--- config.mk ---
export PLATFORM = sky130hd
export DESIGN_NAME = bus_split_arbiter
export DESIGN_NICKNAME = d
export VERILOG_FILES = /design/src/rtl/bus_split_arbiter.sv
export SDC_FILE = /design/constraint.sdc
export NUM_CORES = 1
export LEC_CHECK = 0
export ABC_AREA = 1
export ABC_CLOCK_PERIOD_IN_PS = 1700
export CORE_ASPECT_RATIO = 0.5
export CORE_MARGIN = 2
export CORE_UTILIZATION = 42
export CTS_BUF_LIST = sky130_fd_sc_hd__clkbuf_16
export CTS_CLUSTER_DIAMETER = 120
export DETAILED_ROUTE_END_ITERATION = 16
export HOLD_SLACK_MARGIN = 0.1
export SLEW_MARGIN = 20
export SYNTH_ARGS = -nofsm -noshare
export SYNTH_HDL_FRONTEND = slang
export SYNTH_SLANG_ARGS = --single-unit
--- constraint.sdc ---
create_clock -name clk -period 1.7 [get_ports clk]
set_input_delay 0.425 -clock clk [delete_from_list [all_inputs] [get_ports clk]]
set_output_delay 0.425 -clock clk [all_outputs]
set_load 0.01 [all_outputs]
--- src/rtl/bus_split_arbiter.sv ---
// Two-master / three-slave bus arbiter with split-transaction parking and a hold timeout.
// Every output is a flop; the bus owner, parked master and timeout counter advance on the rising edge.
module bus_split_arbiter #(
    parameter int SLAVE_LEN = 2,
    parameter int TIMEOUT   = 255,
    parameter int CNT_LEN   = 8
) (
    input  logic                 clk,
    input  logic                 reset,
    input  logic                 m1_request,
    input  logic                 m2_request,
    input  logic [SLAVE_LEN-1:0] m1_slave_sel,
    input  logic [SLAVE_LEN-1:0] m2_slave_sel,
    input  logic                 trans_done,
    input  logic                 s1_split_en,
    input  logic                 s2_split_en,
    input  logic                 s3_split_en,
    output logic                 m1_grant,
    output logic                 m2_grant,
    output logic                 arbiter_busy,
    output logic                 bus_busy,
    output logic [SLAVE_LEN-1:0] bus_slave_sel,
    output logic                 split_pending,
    output logic                 timeout
);
    localparam logic [1:0]           ST_IDLE     = 2'd0;
    localparam logic [1:0]           ST_ARB      = 2'd1;
    localparam logic [1:0]           ST_GRANT    = 2'd2;
    localparam logic [SLAVE_LEN-1:0] SEL_INVALID = SLAVE_LEN'(3);
    localparam logic [CNT_LEN-1:0]   CNT_ONE     = CNT_LEN'(1);
    localparam logic [CNT_LEN-1:0]   CNT_LAST    = CNT_LEN'(TIMEOUT - 1);

    // Master ids: 1'b0 = master1, 1'b1 = master2.
    logic [1:0]           state_r, state_nxt_s;
    logic                 owner_r, owner_nxt_s;
    logic                 last_winner_r, last_winner_nxt_s;
    logic                 resumed_r, resumed_nxt_s;
    logic                 parked_master_r, parked_master_nxt_s;
    logic [SLAVE_LEN-1:0] parked_slave_r, parked_slave_nxt_s;
    logic                 split_pending_r, split_pending_nxt_s;
    logic [CNT_LEN-1:0]   cnt_r, cnt_nxt_s;
    logic [SLAVE_LEN-1:0] bus_slave_sel_r, bus_slave_sel_nxt_s;
    logic                 timeout_r, timeout_nxt_s;
    logic                 m1_grant_r, m2_grant_r, arbiter_busy_r, bus_busy_r;

    logic                 m1_elig_s, m2_elig_s, resume_s, owner_done_s, owner_split_s;
    logic                 win_valid_s, win_id_s, win_resume_s;
    logic [SLAVE_LEN-1:0] win_sel_s;

    function automatic logic slave_split(input logic [SLAVE_LEN-1:0] sel,
                                         input logic sp1, input logic sp2, input logic sp3);
        logic hit;
        case (sel)
            SLAVE_LEN'(0): hit = sp1;
            SLAVE_LEN'(1): hit = sp2;
            SLAVE_LEN'(2): hit = sp3;
            default:       hit = 1'b0;
        endcase
        return hit;
    endfunction

    // A parked master may only come back through the resume path, never as a plain requester.
    assign m1_elig_s = m1_request && (m1_slave_sel != SEL_INVALID)
                     && !(split_pending_r && (parked_master_r == 1'b0))
                     && !(split_pending_r && (m1_slave_sel == parked_slave_r));
    assign m2_elig_s = m2_request && (m2_slave_sel != SEL_INVALID)
                     && !(split_pending_r && (parked_master_r == 1'b1))
                     && !(split_pending_r && (m2_slave_sel == parked_slave_r));
    assign resume_s      = split_pending_r
                         && !slave_split(parked_slave_r, s1_split_en, s2_split_en, s3_split_en);
    assign owner_done_s  = trans_done || !(owner_r ? m2_request : m1_request);
    assign owner_split_s = slave_split(bus_slave_sel_r, s1_split_en, s2_split_en, s3_split_en);

    // Winner selection: resume first, then a lone requester, then round-robin on a tie
    always_comb begin
        win_valid_s  = 1'b0;
        win_id_s     = 1'b0;
        win_sel_s    = m1_slave_sel;
        win_resume_s = 1'b0;
        if (resume_s) begin
            win_valid_s  = 1'b1;
            win_id_s     = parked_master_r;
            win_sel_s    = parked_slave_r;
            win_resume_s = 1'b1;
        end else if (m1_elig_s && m2_elig_s) begin
            win_valid_s = 1'b1;
            win_id_s    = ~last_winner_r;
            win_sel_s   = last_winner_r ? m1_slave_sel : m2_slave_sel;
        end else if (m1_elig_s) begin
            win_valid_s = 1'b1;
            win_id_s    = 1'b0;
            win_sel_s   = m1_slave_sel;
        end else if (m2_elig_s) begin
            win_valid_s = 1'b1;
            win_id_s    = 1'b1;
            win_sel_s   = m2_slave_sel;
        end else begin
            win_valid_s = 1'b0;
        end
    end

    // Next-state logic; trans_done outranks split, and split outranks the timeout
    always_comb begin
        state_nxt_s         = state_r;
        owner_nxt_s         = owner_r;
        last_winner_nxt_s   = last_winner_r;
        resumed_nxt_s       = resumed_r;
        parked_master_nxt_s = parked_master_r;
        parked_slave_nxt_s  = parked_slave_r;
        split_pending_nxt_s = split_pending_r;
        cnt_nxt_s           = cnt_r;
        bus_slave_sel_nxt_s = bus_slave_sel_r;
        timeout_nxt_s       = 1'b0;
        case (state_r)
            ST_IDLE: begin
                if (resume_s || m1_elig_s || m2_elig_s) begin
                    state_nxt_s = ST_ARB;
                end else begin
                    state_nxt_s = ST_IDLE;
                end
            end
            ST_ARB: begin
                if (win_valid_s) begin
                    state_nxt_s         = ST_GRANT;
                    owner_nxt_s         = win_id_s;
                    last_winner_nxt_s   = win_id_s;
                    resumed_nxt_s       = win_resume_s;
                    bus_slave_sel_nxt_s = win_sel_s;
                    cnt_nxt_s           = {CNT_LEN{1'b0}};
                end else begin
                    state_nxt_s = ST_IDLE;
                end
            end
            ST_GRANT: begin
                cnt_nxt_s = cnt_r + CNT_ONE;
                if (owner_done_s) begin
                    state_nxt_s   = ST_IDLE;
                    resumed_nxt_s = 1'b0;
                    if (resumed_r) begin
                        split_pending_nxt_s = 1'b0;
                    end else begin
                        split_pending_nxt_s = split_pending_r;
                    end
                end else if (owner_split_s) begin
                    state_nxt_s         = ST_IDLE;
                    resumed_nxt_s       = 1'b0;
                    split_pending_nxt_s = 1'b1;
                    parked_master_nxt_s = owner_r;
                    parked_slave_nxt_s  = bus_slave_sel_r;
                end else if ((TIMEOUT != 0) && (cnt_r == CNT_LAST)) begin
                    state_nxt_s   = ST_IDLE;
                    resumed_nxt_s = 1'b0;
                    timeout_nxt_s = 1'b1;
                end else begin
                    state_nxt_s = ST_GRANT;
                end
            end
            default: begin
                state_nxt_s = ST_IDLE;
            end
        endcase
    end

    // State registers plus outputs decoded from the next state so they line up with it
    always_ff @(posedge clk or posedge reset) begin
        if (reset) begin
            state_r         <= ST_IDLE;
            owner_r         <= 1'b0;
            last_winner_r   <= 1'b1;
            resumed_r       <= 1'b0;
            parked_master_r <= 1'b0;
            parked_slave_r  <= {SLAVE_LEN{1'b0}};
            split_pending_r <= 1'b0;
            cnt_r           <= {CNT_LEN{1'b0}};
            bus_slave_sel_r <= {SLAVE_LEN{1'b0}};
            timeout_r       <= 1'b0;
            m1_grant_r      <= 1'b0;
            m2_grant_r      <= 1'b0;
            arbiter_busy_r  <= 1'b0;
            bus_busy_r      <= 1'b0;
        end else begin
            state_r         <= state_nxt_s;
            owner_r         <= owner_nxt_s;
            last_winner_r   <= last_winner_nxt_s;
            resumed_r       <= resumed_nxt_s;
            parked_master_r <= parked_master_nxt_s;
            parked_slave_r  <= parked_slave_nxt_s;
            split_pending_r <= split_pending_nxt_s;
            cnt_r           <= cnt_nxt_s;
            bus_slave_sel_r <= bus_slave_sel_nxt_s;
            timeout_r       <= timeout_nxt_s;
            m1_grant_r      <= (state_nxt_s == ST_GRANT) && (owner_nxt_s == 1'b0);
            m2_grant_r      <= (state_nxt_s == ST_GRANT) && (owner_nxt_s == 1'b1);
            arbiter_busy_r  <= (state_nxt_s != ST_IDLE);
            bus_busy_r      <= (state_nxt_s == ST_GRANT);
        end
    end

    assign m1_grant      = m1_grant_r;
    assign m2_grant      = m2_grant_r;
    assign arbiter_busy  = arbiter_busy_r;
    assign bus_busy      = bus_busy_r;
    assign bus_slave_sel = bus_slave_sel_r;
    assign split_pending = split_pending_r;
    assign timeout       = timeout_r;
endmodule

# ---- After elaboration in Yosys (flattened, before gate mapping)
# Index checks and enable logic that the tools add are counted.
dict set report totals {
  reg_bits 24
  latch_bits 0
  ram_bits 0
  mem_bits_ro 0
  inputBits 12
  wordCells 106
  memories 0
}
dict set report classes {
  addsub 1
  multipliers 0
  div_mod_pow 0
  n_lt_le_gt_ge 0
  eq_ne 15
  n_shift 0
  muxes 38
  bitwise_logic 4
  n_reduce_logical 34
}
# op n
set op_table {}
lappend op_table {{two-way mux 1 bit} 23}
lappend op_table {{two-way mux 2 bit} 9}
lappend op_table {{case mux 8 bit (2 select lines)} 1}
lappend op_table {{logical AND 1 bit} 14}
lappend op_table {{AND reduction 3 bit} 3}
lappend op_table {{adder 8 x 1 -> 8 bit (second input constant)} 1}
lappend op_table {{equality test 2 bit (second input constant)} 4}
lappend op_table {{equality test 8 bit (second input constant)} 1}
lappend op_table {{two-way mux 8 bit} 1}
lappend op_table {{!= test 2 bit (second input constant)} 4}
lappend op_table {{equality test 2 x 1 -> 1 bit (second input constant)} 3}
lappend op_table {{logical NOT 1 bit} 6}
lappend op_table {{logical NOT 2 bit} 3}
lappend op_table {{case mux 1 bit (3 select lines)} 2}
lappend op_table {{case mux 2 bit (3 select lines)} 1}
lappend op_table {{nonzero test 2 bit} 3}
lappend op_table {{equality test 2 bit} 2}
lappend op_table {{!= test 4 bit (second input constant)} 1}
lappend op_table {{inverter 1 bit} 4}
lappend op_table {{AND reduction 2 bit} 2}
lappend op_table {{logical OR 1 bit} 3}
lappend op_table {{case mux 1 bit (2 select lines)} 1}

# ---- Logic depth before layout (Yosys ltp)
dict set report logic_depth {
  depth_word 12
  mapped_depth 12
  mapped_depth_nobuf 11
}

# ---- Worst setup path before layout
# Ideal clock, no wire load.
dict set report synth_timing {
  path_kind {register -> register}
  start {register parked_slave_r[0]}
  end {register arbiter_busy_r (netlist: arbiter_busy)}
  setup_time_ps 118
  arrival_ps 1221
  required_ps 1582
  slack_ps 361
  path_stages_with_launch 12
  synth_period_minus_slack_ps 1339
  path_cell_list {dfrtp_1 -> inv_2 -> nand3_2 -> nand2_1 -> inv_2 -> nand2_4 -> nand3_2 -> nand2_2 -> buf_6 -> nand2_2 -> inv_2 -> nand2_1}
}
dict set report synth_via {
  elab_chain_len 11
  word_cells_on_any_way 25
  classes_between {4 x eq/ne; 8 x mux; 13 x reduce/logical}
}
# element line_no
set synth_rtl {}
lappend synth_rtl {{from (decl)} 39} ;# logic [SLAVE_LEN-1:0] parked_slave_r, parked_slave_nxt_s;
lappend synth_rtl {{from (signal assigned)} 172} ;# parked_slave_r <= {SLAVE_LEN{1'b0}};
lappend synth_rtl {{from (signal assigned)} 187} ;# parked_slave_r <= parked_slave_nxt_s;
lappend synth_rtl {{equality test 2 bit} 68} ;# && !(split_pending_r && (m2_slave_sel == parked_slave_r));
lappend synth_rtl {{logical AND 1 bit} 68}
lappend synth_rtl {{logical NOT 1 bit} 68}
lappend synth_rtl {{logical AND 1 bit} 68}
lappend synth_rtl {{two-way mux 1 bit} 93} ;# end else if (m2_elig_s) begin
lappend synth_rtl {{two-way mux 1 bit} 89} ;# end else if (m1_elig_s) begin
lappend synth_rtl {{two-way mux 1 bit} 85} ;# end else if (m1_elig_s && m2_elig_s) begin
lappend synth_rtl {{two-way mux 1 bit *} 80} ;# if (resume_s) begin
lappend synth_rtl {{two-way mux 2 bit *} 123} ;# if (win_valid_s) begin
lappend synth_rtl {{case mux 2 bit (3 select lines) *} 114} ;# case (state_r)
lappend synth_rtl {{via state_nxt_s[1]} 34} ;# logic [1:0] state_r, state_nxt_s;
lappend synth_rtl {{nonzero test 2 bit *} 194} ;# arbiter_busy_r <= (state_nxt_s != ST_IDLE);
lappend synth_rtl {{to (signal assigned)} 194}
lappend synth_rtl {{to (decl)} 44} ;# logic m1_grant_r, m2_grant_r, arbiter_busy_r, bus_busy_r;
# The timed path passes the listed nets; every way through them passes the cells marked *.
# A chain may end at the register's enable or synchronous reset.

# ---- Worst setup path after layout
dict set report layout_timing {
  start {register bus_slave_sel_r[0] (netlist: bus_slave_sel[0])}
  end {output port bus_slave_sel[0]}
}
# element line_no
set layout_lines {}
lappend layout_lines {{from (decl)} 42} ;# logic [SLAVE_LEN-1:0] bus_slave_sel_r, bus_slave_sel_nxt_s;
lappend layout_lines {{from (signal assigned)} 175} ;# bus_slave_sel_r <= {SLAVE_LEN{1'b0}};
lappend layout_lines {{from (signal assigned)} 190} ;# bus_slave_sel_r <= bus_slave_sel_nxt_s;
lappend layout_lines {{to (decl)} 22} ;# output logic [SLAVE_LEN-1:0] bus_slave_sel,
# No word-level cell between the ends.

==> results.cfg <==
[synth]
syn_area_sq_um = 1379
seq_area_frac_synth_pct = 43.65
yosys_warnings = 0
ys_types = 27
syn_area_per_cell_sq_um = 7.790
synth-seq-cells = 24
syn-instance-count = 177
synthesis.nets = 191

[min_path]
min_to = resumed_r
holdPathStages = 2
hold_path.class = flop to flop
hold_start = resumed_r

[global_routing]
grt_use_total_pct = 17.78
grt_pass1_wl_microns = 5209
grt_max_degree = 25
antenna_found_initial = 0
grt_overflow_total = 0
grt_pass1_vias = 1136

[clock_tree]
numCtsBuffers = 3
cts_tree = done
htreeDepth = 1
cts.hold.buffers_added = 0
cts.sinks = 24
postCtsSetupBuffers = 0
clock_path_buffers = 2
cts_root_buf = clkbuf_16
path_clk_slew_ns = 0.06
clk_latency_ns = 0.25

[layout]
drive_above_1_share_pct = 26.39
final_cell_mix = nand2_1, dfrtp_1, inv_1
layout_commonest_cell = nand2_1
fillers = 277
insertedDiodeCount = 0
final_core_util_pct = 61.39
area_growth_syn_to_layout_pct = 36.48
stdcell_count = 256
nNetsFinal = 231

[timing]
slew_headroom_pct = 79.09
hold_viol_final = 0
tightestPinTransition_ns = 0.3137
period_share_pct = 97.04
max_freq_mhz = 606.2
setup_viol_count_final = 0
period_minus_slack_ns = 1.650
grt_setup_unrepaired = yes
skew_ns = 0.001629
final_max_slew_viol_count = 0

[power_and_ir_drop]
p_comb_share_pct = 45.1
ir_drop_mv = 0.8585
switching_share_pct = 38.90
p_per_area_nw_per_um2 = 1572
p_int_mw = 1.807
p_leak_nw = 0.9732
p_sw_mw = 1.150
p_clk_share_pct = 22.7
seq_power_share_pct = 32.2

[setup_path]
crit_slowest_cell = clkdlybuf4s50_1
reg2reg_depth = 11
regToRegSetupSlack_ns = 0.16
worst-path-stages = 1
critical_path_arrival_ns = 1.22
critPathLaunchType = flop
endpoint_kind = primary output
worstSetupPathType = flop to primary output
crit_fanout = 5
cp_top_family = buffers and inverters
reg2reg_to = resumed_r
max_stage_delay_ns = 0.56
timing.rr.start = split_pending
crit_buf_inv = 1
crit_chain = clkdlybuf4s50_1
crit_required_ns = 1.27

[die]
num_rows = 14
start_util_pct = 44.98
die_h_microns = 44.52
die_area_sq_um = 3785
die_w_microns = 85.03
io_pins = 20
core_sq_um = 3065

[detailed_routing]
num_vias = 1221
drt-pass1-iter-count = 4
drt_iter0_markers = 35
drcViolationCount = 0
wire_per_inst_microns = 12.08
routed_wirelength_microns = 3093
final_antenna_net_count = 0
via_per_inst = 4.770

[placement]
hpwl_microns = 2322
port_buffers = 19
gp_congestion = 0.8360
dp.cells = 252

[flow_run]
maxCapViolCount = 0

[outcome]
status = finished, final reports clean
==> metal layers <==
layer | up-vias | part of all wire (%) | track usage, %
li1 | 643 | - | -
met1 | 560 | 53 | 26.40
met2 | 16 | 43 | 27.03
met3 | 2 | 4.0 | 4.851
met4 | 0 | 0.26 | 1.905
met5 | - | 0 | 0
==> Yosys cell counts <==
cell type | number | area, sq um
a21oi_1 | 5 | 25.02
a21oi_2 | 5 | 43.79
a31oi_1 | 1 | 6.260
a41oi_1 | 1 | 8.760
buf_6 | 1 | 11.26
dfrtp_1 | 23 | 575.6
dfstp_2 | 1 | 26.28
ha_1 | 2 | 25.02
inv_1 | 20 | 75.07
inv_2 | 7 | 26.28
mux2i_1 | 1 | 10.01
nand2_1 | 50 | 187.7
nand2_2 | 5 | 31.28
nand2_4 | 1 | 11.26
nand2_8 | 1 | 20.02
nand3_1 | 17 | 85.08
nand3_2 | 3 | 30.03
nand4_1 | 1 | 6.260
nand4_2 | 1 | 12.51
nor2_1 | 15 | 56.30
nor2_2 | 2 | 12.51
nor2_4 | 1 | 11.26
nor3_1 | 1 | 5.000
nor3_2 | 1 | 10.01
o21ai_0 | 8 | 40.04
o21ai_2 | 2 | 17.52
xnor2_1 | 1 | 8.760
==> area by class of cell <==
type                    instances  area [sq um]  area share [%]
clock buffers                   3         75.07           3.989
clock inverters                 1         30.03           1.596
inverters                      27         103.9           5.519
multi-input cells             125         689.4           36.64
flip-flops and latches         24         603.1           32.05
well taps                      40         50.05           2.660
repair buffers                 36         330.3           17.55
==> worst max-delay path by stage <==
| stage | startpoint | endpoint | slack, ns |
|---|---|---|---|
| after floorplan | parked_slave_r[0] | arbiter_busy | 0.36 |
| after global placement | m2_slave_sel[1] | m1_grant | -0.24 |
| after detailed placement | m2_slave_sel[0] | arbiter_busy | -0.27 |
| after CTS | m1_slave_sel[0] | arbiter_busy | -0.001 |
| after global routing | m2_request | m2_grant | -0.01 |
| final | bus_slave_sel[0] | bus_slave_sel[0] | 0.05 |
==> stage by stage <==
step	setup slack (ns)	instance area (sq um)	hold slack (ns)	total power, mW	TNS, ns
3_3_place_gp	-0.2368	1735	0.4539	2.217	-3.505
2_1_floorplan	0.3615	1379	0.4360	1.758	0
4_1_cts	-0.001273	1841	0.4707	2.919	-0.001273
5_1_grt	-0.01166	1882	0.4953	3.191	-0.01166
3_5_place_dp	-0.2747	1735	0.4568	2.234	-4.144
6_report	0.05025	1882	0.4698	2.957	0
==> flip-flops by register name, summed over array words and instances (netlist names) <==
| name | count |
|---|---|
| timeout | 1 |
| bus_slave_sel | 2 |
| split_pending | 1 |
| last_winner_r | 1 |
| parked_master_r | 1 |
| m1_grant | 1 |
| bus_busy | 1 |
| owner_r | 1 |
| m2_grant | 1 |
| parked_slave_r | 2 |
| state_r | 2 |
| resumed_r | 1 |
| arbiter_busy | 1 |
| cnt_r | 8 |
==> power by group through the flow <==
| stage | Clock (mW) | Combinational [mW] | Sequential (mW) |
|---|---|---|---|
| 3_3_place_gp | 0 | 1.26 | 0.954 |
| 5_1_grt | 0.714 | 1.49 | 0.984 |
| 4_1_cts | 0.688 | 1.28 | 0.946 |
| 3_5_place_dp | 0 | 1.28 | 0.955 |
| 6_report | 0.671 | 1.33 | 0.952 |
| 2_1_floorplan | 0 | 0.803 | 0.955 |
==> cells by family after synthesis <==
| kind of cell | count (synthesis) | share of synthesized area (%) |
|---|---|---|
| xor+xnor | 1 | 0.6353 |
| mux | 1 | 0.7260 |
| fa+ha+maj | 2 | 1.815 |
| compound gates | 22 | 10.25 |
| buf+inv | 28 | 8.167 |
| simple gates | 99 | 34.75 |
| flops | 24 | 43.65 |
==> timing repair <==
item | in CTS | in global routing
pin swaps | 0 | 2
setup endpoints to repair | 4 | 17
gates resized for setup | 2 | 14
hold endpoints to repair | 0 | 0
Power figures use the tool's default switching activity.
